==> src/rtl/pattern_detect_pkg.sv <==
// Shared constants and elaboration-time helpers for the serial pattern detector.
// These cover the state width and the KMP-style prefix and failure computations.
package pattern_detect_pkg;

  localparam int S_IDLE = 0;

  function automatic int state_width(input int pat_w);
    return (pat_w > 2) ? $clog2(pat_w) : 1;
  endfunction

  // Longest proper pattern prefix that ends the string "first k pattern bits, then b".
  function automatic int prefix_after(input logic [15:0] pat, input int pat_w,
                                      input int k, input logic b);
    int max_l;
    int j;
    int result;
    bit ok;
    logic s_bit;
    logic p_bit;
    logic [15:0] sh;
    result = 0;
    max_l  = (k + 1 < pat_w) ? k + 1 : pat_w - 1;
    for (int l = 1; l <= max_l; l++) begin
      ok = 1'b1;
      for (int i = 0; i < l; i++) begin
        j = k + 1 - l + i;
        sh = pat >> (pat_w - 1 - j);
        s_bit = (j == k) ? b : sh[0];
        sh = pat >> (pat_w - 1 - i);
        p_bit = sh[0];
        if (s_bit != p_bit) ok = 1'b0;
      end
      if (ok) result = l;
    end
    return result;
  endfunction

  function automatic int border_len(input logic [15:0] pat, input int pat_w);
    return prefix_after(pat, pat_w, pat_w - 1, pat[0]);
  endfunction

endpackage

==> src/rtl/pattern_detect_fsm_counter.sv <==
// Saturating match counter used by the pattern detector when counting is enabled.
// A clear request takes priority over a same-cycle increment.
module pattern_match_counter #(
  parameter int CNT_W = 8
) (
  input  logic             clk,
  input  logic             reset,
  input  logic             inc,
  input  logic             clr,
  output logic [CNT_W-1:0] count
);

  always_ff @(posedge clk or posedge reset) begin
    if (reset) begin
      count <= '0;
    end else if (clr) begin
      count <= '0;
    end else if (inc && (count != {CNT_W{1'b1}})) begin
      count <= count + 1'b1;
    end
  end

endmodule

==> src/rtl/pattern_detect_fsm.sv <==
// Serial pattern detector (KMP automaton) with Mealy match pulse and registered copy.
// Define PATTERN_DETECT_CNT_EN to add the saturating match counter and its clear input.
module pattern_detect_fsm
  import pattern_detect_pkg::*;
#(
  parameter int               PAT_W   = 4,
  parameter logic [PAT_W-1:0] PATTERN = 4'b1011,
  parameter int               OVERLAP = 1,
  parameter int               CNT_W   = 8
) (
  input  logic                          clk,
  input  logic                          reset,
  input  logic                          in_valid,
  input  logic                          din,
  input  logic                          restart,
`ifdef PATTERN_DETECT_CNT_EN
  input  logic                          cnt_clr,
  output logic [CNT_W-1:0]              match_cnt,
`endif
  output logic                          match,
  output logic                          match_q,
  output logic [state_width(PAT_W)-1:0] state_o
);

  localparam int              SW    = state_width(PAT_W);
  localparam logic [SW-1:0]   LAST  = SW'(PAT_W - 1);
  localparam logic [SW-1:0]   IDLE  = SW'(S_IDLE);
  localparam logic [15:0]     PAT16 = 16'(PATTERN);

  logic [SW-1:0] state;
  logic [SW-1:0] state_nxt;
  logic [SW-1:0] next_tbl [PAT_W][2];

  // Transition table is constant: entry for the completing bit holds the pattern border.
  for (genvar k = 0; k < PAT_W; k++) begin : g_state
    for (genvar b = 0; b < 2; b++) begin : g_bit
      assign next_tbl[k][b] = SW'(prefix_after(PAT16, PAT_W, k, 1'(b)));
    end
  end

  always_ff @(posedge clk or posedge reset) begin
    if (reset) begin
      state   <= IDLE;
      match_q <= 1'b0;
    end else begin
      state   <= state_nxt;
      match_q <= match;
    end
  end

  always_comb begin
    state_nxt = state;
    match     = 1'b0;
    if (restart) begin
      state_nxt = IDLE;
    end else if (state > LAST) begin
      state_nxt = IDLE;
    end else if (in_valid) begin
      match = (state == LAST) && (din == PATTERN[0]) && !reset;
      if (match && (OVERLAP == 0)) begin
        state_nxt = IDLE;
      end else begin
        state_nxt = next_tbl[state][din];
      end
    end
  end

  assign state_o = state;

`ifdef PATTERN_DETECT_CNT_EN
  pattern_match_counter #(
    .CNT_W(CNT_W)
  ) u_counter (
    .clk  (clk),
    .reset(reset),
    .inc  (match),
    .clr  (cnt_clr),
    .count(match_cnt)
  );
`endif

endmodule

==> config.mk <==
export PLATFORM = sky130hd
export DESIGN_NAME = pattern_detect_fsm
export DESIGN_NICKNAME = d
export VERILOG_FILES = /design/src/rtl/pattern_detect_pkg.sv /design/src/rtl/pattern_detect_fsm_counter.sv /design/src/rtl/pattern_detect_fsm.sv
export SDC_FILE = /design/constraint.sdc
export NUM_CORES = 1
export LEC_CHECK = 0
export BUFFER_PORTS_ARGS = -buffer_cell sky130_fd_sc_hd__buf_2
export CAP_MARGIN = 5
export CORE_AREA = 2 2 39 41
export DETAILED_ROUTE_END_ITERATION = 6
export DIE_AREA = 0 0 41 43
export PLACE_DENSITY = 0.34
export SETUP_SLACK_MARGIN = 0.05
export SYNTH_ARGS = -nofsm -noshare
export SYNTH_HDL_FRONTEND = slang
export SYNTH_SLANG_ARGS = --single-unit
==> constraint.sdc <==
create_clock -name clk -period 2.3 [get_ports clk]
set_clock_uncertainty 0.05 [all_clocks]
set_input_delay 0.46 -clock clk [delete_from_list [all_inputs] [get_ports clk]]
set_output_delay 0.46 -clock clk [all_outputs]
set_load 0.05 [all_outputs]
# After elaboration in Yosys (flattened, before gate mapping)
# Index checks and enable logic that the tools add are counted.
# totals
regBits,3
input_bits,5
output_inout_bits,4
wordCells,24
# op_classes
n_lt_le_gt_ge,3
eq_ne,1
n_mux,12
bitwise_logic,2
reduce_logical,4
# ops
cell,count
$mux 2,6
$bmux 4 s2,1
$mux 4,2
$ge 3x3->1 const B,1
$mux 1,3
$not 2->3,1
$reduce_bool 3->1,1
$eq 2x2->1 const B,1
$ge 2x2->1 const B,1
$gt 2x2->1 const B,1
$logic_and 1x1->1,2
$not 1->2,1
$logic_not 1->1,1

# Logic depth before layout (Yosys ltp)
# depth
ltp_word,10
ltp_mapped,3

# Worst setup path before layout
# OpenSTA, ideal clock, no wires.
# synth_timing
kind,register -> output
start,"reg state[0], in the netlist state_o[0]"
end,out match
arrival_ns,2.329
t_required_ns,1.790
setup_slack_ns,-0.539
stages_incl_launch_ff,3
cell_sequence,dfrtp_1 nand2_1 nor4_1
# synth_via
elab_chain_len,6
# synth_lines
item,line_no,rtl
"start, declared",pattern_detect_fsm.sv:30,logic [SW-1:0] state;
"start signal, assigned",pattern_detect_fsm.sv:46,state <= state_nxt;
$eq 2x2->1,pattern_detect_fsm.sv:59,match = (state == LAST) && (din == PATTERN[0]) && !reset;
$logic_and 1x1->1 (2 in series),pattern_detect_fsm.sv:59,
$mux 1,pattern_detect_fsm.sv:58,end else if (in_valid) begin
$mux 1 (*),pattern_detect_fsm.sv:56,end else if (state > LAST) begin
$mux 1 (*),pattern_detect_fsm.sv:54,if (restart) begin
"end, declared",pattern_detect_fsm.sv:20,"output logic match,"
# Every way passes the cells marked *; elsewhere a longest branch is shown, timed or not.

# Worst setup path in the final report
# Same ends and word-level chain as after synthesis.

==> qor.csv <==
metric,value,unit
drv_cap,0,
ys_warn_count,0,
dp_hpwl,293,um
rsz0062_at_grt,false,
start_util,9.58,%
clk_pin_slew,0.04,ns
hold_path_class,in2async,
synthCells,14,
fillers,159,
cts_tree,built,
cts_inserted_buffers,3,
p_comb_share,11.1,%
fin_crit_sh,78.8,%
cp_data_arrival_time,1.30,ns
die_area,1760,sq um
final.setup.worst_slack,0.487,ns
startpoint_type,flop,
setup_viol,0,
vias_per_cell,3.31,
wl_per_cell,9.17,um
leakagePower,0.122,nW
pre_cts_ws,0.534,ns
ys_types,10,
htree_num_levels,1,
postLayoutCellArea,234,sq um
cts.sinks,3,
final.setup.tns,0,ns
ant_nets,0,
yosysSeqAreaShare,56.6,%
clk_latency,0.23,ns
reg2regPathDepth,3,
portBuffers,8,
grt_usage,6.04,%
design.portCount,9,
route.detailed.drc,0,
clockBufferDepth,2,
pwr-share-clk,55.5,%
core,1380,sq um
path_max_fanout,4,
antenna_found_initial,0,
intPower,125,uW
dp.cells,38,
first_pass_iters,3,
drive_above_1_share,46.2,%
chipHeight,43,um
holdBufCountCts,0,
tightest_slew,0.244,ns
routabilityCongestion,0.572,
vias,139,
cp.required,1.79,ns
drt_iter0_markers,4,
seq_power_share,33.4,%
finalMaxSlewViolations,0,
num_rows,14,
hold_viol,0,
period_minus_slack,1.81,ns
worstSetupPathType,reg2out,
netSwitchingFraction,24.9,%
r2r_slack,1.31,ns
slew_headroom,83.6,%
gr-total-overflow,0,
fin_cells,42,
cts_root_buffer,clkbuf_4,
fmaxAchievable,0.552,GHz
syn_nets,19,
avgSynthCellArea,9.47,sq um
first_global_vias,166,
final_common_cell,buf_2,
crit_start,state_o[0],
status,"complete, no violations",
peakVddDrop,0.000134,V
grt_pass1_wl,627,um
fin_util,16.9,%
fin_nets,32,
ctsResizeCount,0,
synth.cell_area,133,sq um
antenna_cells,0,
syn2layout_area_growth,76.4,%
crit_path_end_kind,output port,
placed_cell_area,208,sq um
fp.dieW,41,um
power_per_cell_area,714,nW/um^2
final_cell_mix,"8 x buf_2, 3 x clkbuf_4, 3 x dfrtp_1, 2 x inv_1, 2 x nand2_1",
p_sw,41.6,uW
grt_max_degree,5,
r2r_start,state_o[0],
timing.rr.end,state_o[1],
post-cts-setup-buffers,0,
synth_seq_cells,3,
drt_wl_total,385,um
[power groups by stage]
stage	Sequential, mW	Combinational [mW]	Clock (mW)
CTS	0.0557	0.0186	0.0972
finish	0.0558	0.0185	0.0927
global route	0.0559	0.0204	0.0994
detailed placement	0.0564	0.0186	0
global placement	0.0562	0.0179	0
floorplan	0.0612	0.00504	0
[per-layer routing]
metal	GRT usage, %	vias to the layer above	wire (um)	share of wire, %
met3	3.14	0	53	14
met4	8.00	0	0	0
li1	-	69	-	-
met5	0	-	0	0
met1	6.49	61	179	46
met2	6.88	9	151	39
[cell type report]
class                           count  area [sq um]  area share (%)
Inverter                            2          7.51            3.21
Tap cell                           16          20.0            8.56
Multi-Input combinational cell      9          65.1            27.8
Sequential cell                     3          75.1            32.1
Clock buffer                        4          26.3            11.2
Timing Repair Buffer                8          40.0            17.1
[through the flow]
step | hold slack (ns) | total power [mW]
after floorplan | 0.164 | 0.0663
after global placement | 0.311 | 0.0742
after detailed placement | 0.317 | 0.0750
after CTS | 0.0674 | 0.172
after global routing | 0.0793 | 0.176
final | 0.0728 | 0.167
[kinds of logic (layout without fill, tap and decap cells)]
| kind of cell | after synthesis | in the layout | share of synthesized area [%] |
|---|---|---|---|
| and+or+nand+nor | 6 | 6 | 22.6 |
| muxes | 1 | 1 | 7.55 |
| DFF | 3 | 3 | 56.6 |
| buffers and inverters | 2 | 14 | 5.66 |
| AOI/OAI and AO/OA | 2 | 2 | 7.54 |
[worst max-delay path, stage by stage (launching register included)]
cell	delay [ns]
dfrtp_1	0.38
nand2_1	0.12
nor4_4	0.26
buf_2	0.31
[how the worst max path moves through the flow]
stage,slack [ns],endpoint
floorplan,0.32,match
global placement,0.58,match
detailed placement,0.53,match
CTS,0.47,match
global route,0.42,match
finish,0.49,match
[state kept, by name, indices dropped and copies added, names as in the netlist]
name and flops:
state_o 2, match_q 1
[cells in the mapped netlist]
master | n | area, sq um
dfrtp_1 | 3 | 75.1
inv_1 | 2 | 7.51
nand2_1 | 2 | 7.51
a21oi_1 | 1 | 5.00
mux2i_1 | 1 | 10.0
nor2_1 | 1 | 3.75
nor2b_1 | 1 | 6.26
nor4_1 | 1 | 6.26
o21ai_0 | 1 | 5.00
or2_0 | 1 | 6.26
Note: power is estimated with default switching activity, not from simulation.
